<file path="config.mk">
export PLATFORM = sky130hd
export DESIGN_NAME = priority_encoder_4x2_hs_flat
export DESIGN_NICKNAME = d
export VERILOG_FILES = /design/src/rtl/priority_encoder_4x2_hs_if.sv /design/src/rtl/priority_encoder_4x2_hs.sv /design/src/flat_wrapper.sv
export SDC_FILE = /design/constraint.sdc
export NUM_CORES = 1
export LEC_CHECK = 0
export CORE_AREA = 2 2 39 41
export DETAILED_ROUTE_END_ITERATION = 7
export DIE_AREA = 0 0 41 43
export RECOVER_POWER = 50
export SYNTH_ARGS = -nofsm -noshare
export SYNTH_HDL_FRONTEND = slang
export SYNTH_SLANG_ARGS = --single-unit
</file>
<file path="constraint.sdc">
create_clock -name clk -period 1.2 [get_ports clk]
set_input_delay 0.3 -clock clk [delete_from_list [all_inputs] [get_ports clk]]
set_output_delay 0.3 -clock clk [all_outputs]
set_load 0.03 [all_outputs]
</file>
<file path="src/rtl/priority_encoder_4x2_hs_if.sv">
// Request/grant bundle for the 4-line priority encoder with valid/ready code output.
// The slave modport is the encoder's view; the master modport drives requests and consumes codes.
interface priority_encoder_4x2_hs_if;
    logic [0:3] D;        // active-low request lines, D[i] low = request i
    logic       enable;   // active-low capture enable
    logic       ready;
    logic       A;
    logic       B;
    logic       valid;
    logic [0:3] pending;

    modport slave (
        input  D,
        input  enable,
        input  ready,
        output A,
        output B,
        output valid,
        output pending
    );

    modport master (
        output D,
        output enable,
        output ready,
        input  A,
        input  B,
        input  valid,
        input  pending
    );
endinterface

</file>
<file path="src/rtl/priority_encoder_4x2_hs.sv">
// Sticky 4-line request capture with a registered 2-bit grant code under a valid/ready handshake.
// Define ROUND_ROBIN_EN for rotating priority; otherwise line 3 always has the highest priority.
module priority_encoder_4x2_hs (
    input  logic                            clk,
    input  logic                            rst,
    priority_encoder_4x2_hs_if.slave        bus
);

    localparam logic [0:0] ST_IDLE    = 1'b0;
    localparam logic [0:0] ST_PRESENT = 1'b1;

    logic [0:0] state_q, state_d;
    logic [0:3] pending_q, pending_d;
    logic       a_q, a_d;
    logic       b_q, b_d;

    logic [0:3] capture_mask;
    logic [0:3] clear_mask;
    logic [1:0] grant_idx;
    logic [1:0] sel_idx;
    logic       handshake;

    assign grant_idx = {a_q, b_q};
    // ready is only meaningful while a code is being presented
    assign handshake = (state_q == ST_PRESENT) && bus.ready;

    for (genvar gi = 0; gi < 4; gi++) begin : g_line
        assign capture_mask[gi] = ~bus.enable & ~bus.D[gi];
        assign clear_mask[gi]   = handshake & (grant_idx == 2'(gi));
    end

`ifdef ROUND_ROBIN_EN
    logic [1:0] last_grant_q, last_grant_d;
    logic [1:0] rr_cand;

    // Walk from the farthest candidate to the nearest so the line just after last_grant wins.
    always_comb begin
        sel_idx = 2'd0;
        rr_cand = 2'd0;
        for (int k = 3; k >= 0; k--) begin
            rr_cand = last_grant_q + 2'd1 + 2'(k);
            if (pending_q[rr_cand]) begin
                sel_idx = rr_cand;
            end
        end
    end

    always_comb begin
        last_grant_d = handshake ? grant_idx : last_grant_q;
    end

    always_ff @(posedge clk) begin
        if (rst) begin
            last_grant_q <= 2'd3;
        end else begin
            last_grant_q <= last_grant_d;
        end
    end
`else
    always_comb begin
        sel_idx = 2'd0;
        for (int i = 0; i < 4; i++) begin
            if (pending_q[i]) begin
                sel_idx = 2'(i);
            end
        end
    end
`endif

    always_comb begin
        // Capture is OR-ed in after the clear so a same-edge re-request keeps its bit.
        pending_d = (pending_q & ~clear_mask) | capture_mask;
        state_d   = state_q;
        a_d       = a_q;
        b_d       = b_q;
        case (state_q)
            ST_IDLE: begin
                if (|pending_q) begin
                    {a_d, b_d} = sel_idx;
                    state_d    = ST_PRESENT;
                end
            end
            ST_PRESENT: begin
                if (bus.ready) begin
                    state_d = ST_IDLE;
                end
            end
            default: begin
                state_d = ST_IDLE;
            end
        endcase
    end

    always_ff @(posedge clk) begin
        if (rst) begin
            state_q   <= ST_IDLE;
            pending_q <= 4'b0000;
            a_q       <= 1'b0;
            b_q       <= 1'b0;
        end else begin
            state_q   <= state_d;
            pending_q <= pending_d;
            a_q       <= a_d;
            b_q       <= b_d;
        end
    end

    assign bus.A       = a_q;
    assign bus.B       = b_q;
    assign bus.valid   = (state_q == ST_PRESENT);
    assign bus.pending = pending_q;

endmodule

</file>
<file path="src/flat_wrapper.sv">
// flat-port wrapper written by rule: the top's interface ports become plain ports
module priority_encoder_4x2_hs_flat 
  (clk, rst, bus_D, bus_enable, bus_ready, bus_A, bus_B, bus_valid, bus_pending);
  priority_encoder_4x2_hs_if bus_i ();
  input  logic clk;
  input  logic rst;
  input wire logic [$bits(bus_i.D)-1:0] bus_D;
  input wire logic [$bits(bus_i.enable)-1:0] bus_enable;
  input wire logic [$bits(bus_i.ready)-1:0] bus_ready;
  output wire logic [$bits(bus_i.A)-1:0] bus_A;
  output wire logic [$bits(bus_i.B)-1:0] bus_B;
  output wire logic [$bits(bus_i.valid)-1:0] bus_valid;
  output wire logic [$bits(bus_i.pending)-1:0] bus_pending;
  assign bus_i.D = bus_D;
  assign bus_i.enable = bus_enable;
  assign bus_i.ready = bus_ready;
  assign bus_A = bus_i.A;
  assign bus_B = bus_i.B;
  assign bus_valid = bus_i.valid;
  assign bus_pending = bus_i.pending;
  priority_encoder_4x2_hs u_core (.clk(clk), .rst(rst), .bus(bus_i));
endmodule
</file>
==> summary.md <==
| Metric | Value |
|---|---|
| Gr usage total | 11.84% |
| Max VDD drop | 632.4 uV |
| DRC viols | 0 |
| Worst Tran Pin Value | 0.3265 ns |
| Largest stage delay, worst path | 0.40 ns |
| I/O pin count | 15 |
| Unrepaired setup endpoints after global routing | false |
| Max Cap Viol | 0 |
| Setup Skew | 0.007821 ns |
| Most frequent cells in the layout | buf_4 (9), nor2_1 (8), clkdlybuf4s50_1 (6) |
| Cell Area, Synth | 310.3 um2 |
| Seq/Total Area, Yosys | 45.16% |
| Final slew viol count | 0 |
| Commonest non-fill, non-tap cell in the layout | buf_4 |
| P_int | 0.4681 mW |
| Yosys warns | 0 |
| Final critical-path setup slack | 0.05616 ns |
| Largest net degree at the start of global routing | 11 |
| Hold Violations, Final | 0 |
| First-pass GRT wire length | 1352 um |
| Mapped Avg Cell Area | 8.619 um2 |
| FF-to-FF path depth | 3 |
| Min-Delay Endpoint | u_core.bus.pending[0] |
| Number of hold buffers added after cts | 0 |
| Period utilization | 95.32% |
| CP bufs+invs | 1 |
| Core Area | 0.001384 mm2 |
| FP Rows | 14 |
| Crit end category | primary output |
| Die Y | 43 um |
| Synth cell types | 16 |
| Worst-path maximum fanout | 6 |
| Clk sinks | 7 |
| Hold Startpoint | u_core.bus.pending[0] |
| Crit path kind | flop to primary output |
| Fmax | 0.8742 GHz |
| Pwr/cell area | 1381 mW/mm2 |
| CTS Buffer Depth | 2 |
| Critical path's top delay family | flip-flops |
| Flop-to-flop setup slack | 0.11 ns |
| GRT overflow | 0 |
| Clk root buf | clkbuf_4 |
| Lkg Pwr | 0.2044 nW |
| Combinational power share | 24.5% |
| ANT nets after route | 0 |
| Diodes inserted | 0 |
| CTS Buf Count | 3 |
| Total wire length | 807 um |
| Status | finished clean |
| Vias per cell | 4.775 |
| Number of setup buffers added after CTS | 0 |
| Syn nets | 44 |
| Worst EP required | 0.90 ns |
| Critical Path AT | 0.84 ns |
| Critical-path top delay cell | dfxtp_1 |
| Final cell count without fillers | 71 |
| Pre-CTS setup slack | -0.09179 ns |
| Synth Register Bits | 7 |
| Reg-to-Reg End | u_core.bus.valid |
| TritonCTS clock tree | done |
| Sw Ratio | 30.71% |
| Rel. slew slack | 78.05% |
| Vias in the first global route | 311 |
| Fin crit period | 1.144 ns |
| Setup TNS Final | 0 ns |
| Reg power frac | 43.7% |
| Starting Density | 22.42% |
| H-tree Lvls | 1 |
| Number of port buffers | 14 |
| Layout cell share with drive strength beyond 1 | 32.73% |
| FILL cells | 154 |
| Cells after Synth | 36 |
| Hold Crit Class | flop to flop |
| Die Area | 0.001763 mm2 |
| DR WL/cell | 11.37 um |
| # nets final | 64 |
| Detailed Routing Iterations Pass 1 | 4 |
| Initial antenna violation count | 0 |
| Clock Latency Late Sink | 0.25 ns |
| DR vias | 339 |
| Clk pin slew, worst setup/hold paths | 0.06 ns |
| Area grow syn2layout | 57.66% |
| P_sw | 0.2074 mW |
| Hold path cells | 2 |
| Placed Cells | 67 |
| FF-to-FF Start | u_core.bus.pending[1] |
| Detailed placement HPWL | 610.1 um |
| GPL Wtd Cong | 0.7106 |
| Element type at the critical path start | flop |
| Clock network power share | 31.8% |
| Die width | 41 um |
| Final number of setup-violating endpoints | 0 |
| Critical-path cell list | buf_4 |
| Drt first-iter violations | 6 |
-- flip-flops by register name (all words and copies together), names as in the netlist --
signal              count
u_core.bus.B            1
u_core.bus.valid        1
u_core.bus.pending      4
u_core.bus.A            1
-- stage by stage --
stage               utilization [%]  instance area, um2  hold slack, ns  power, mW
finish                        35.35               489.2          0.5197     0.6755
floorplan                         -               310.3          0.3691     0.3904
detailed placement            33.45               462.9          0.5526     0.4694
global route                  35.35               489.2          0.5407     0.7198
global placement              33.45               462.9          0.5447     0.4687
CTS                           35.62               493.0          0.5576     0.6929
-- kinds of logic (layout without fill, tap and decap cells) --
logic type / count (synthesis) / after routing / synth area share, %
AOI/OAI and AO/OA: 9 / 9 / 17.74
DFF: 7 / 7 / 45.16
and+or+nand+nor: 17 / 17 / 33.07
buffers and inverters: 3 / 22 / 4.032
-- final cells by class --
type | instances | area (um2) | share of cell area (%)
clock buffer | 4 | 26.28 | 5.371
timing repair buffer | 16 | 137.6 | 28.13
tap | 16 | 20.02 | 4.092
multi-input combinational | 26 | 148.9 | 30.43
sequential | 7 | 148.9 | 30.43
inverter | 2 | 7.507 | 1.535
-- power groups by stage --
stage / Clock [mW] / Combinational [mW] / Sequential [mW]
after floorplan: 0 / 0.0610 / 0.329
after global placement: 0 / 0.169 / 0.300
after detailed placement: 0 / 0.170 / 0.299
after CTS: 0.226 / 0.170 / 0.297
after global routing: 0.238 / 0.180 / 0.302
final: 0.215 / 0.165 / 0.295
-- worst max-delay path by stage --
| stage | from | endpoint | slack, ns | cells past startpoint |
|---|---|---|---|---|
| 6_report | u_core.bus.B | bus_B | 0.06 | 1 |
| 5_1_grt | u_core.bus.B | bus_B | 0.007 | 1 |
| 4_1_cts | u_core.bus.pending[0] | bus_pending[3] | 0.005 | 1 |
| 3_5_place_dp | bus_ready | u_core.bus.pending[0] | -0.09 | 4 |
| 3_3_place_gp | bus_ready | u_core.bus.pending[0] | -0.08 | 4 |
| 2_1_floorplan | u_core.bus.valid | u_core.bus.pending[0] | 0.09 | 4 |
-- worst reg2reg max path, cell delays in order, from the launching register on --
cell      delay [ns]
dfxtp_1         0.34
nor4_2          0.38
nand2b_1        0.08
and3_1          0.17
-- cells in the mapped netlist --
cell,n,area share (%)
a21oi_1,5,8.1
and3_1,1,2.0
nand4b_1,2,5.6
nor4_4,1,6.9
nand4_1,1,2.0
buf_2,1,1.6
inv_1,2,2.4
nand2_1,1,1.2
nand2b_1,1,2.0
o311a_1,1,3.2
nor2_1,8,9.7
dfxtp_1,7,45
o21ai_0,1,1.6
nor4_1,1,2.0
o21bai_1,2,4.8
nor3_1,1,1.6
-- repair_timing --
item	CTS	global route
pin swaps	0	0
gates resized for setup	3	4
hold endpoints to repair	0	0
setup endpoints to repair	3	4
cloned	0	0
-- per-layer routing --
layer | GRT usage [%] | share of wire (%) | up-vias | routed length (um)
li1 | - | - | 168 | -
met1 | 13.78 | 42 | 157 | 338
met2 | 15.94 | 48 | 12 | 387
met3 | 7.853 | 8.3 | 2 | 67
met4 | 6.000 | 1.7 | 0 | 14
met5 | 0 | 0 | - | 0
No activity file was read; power rests on OpenSTA's default activity.
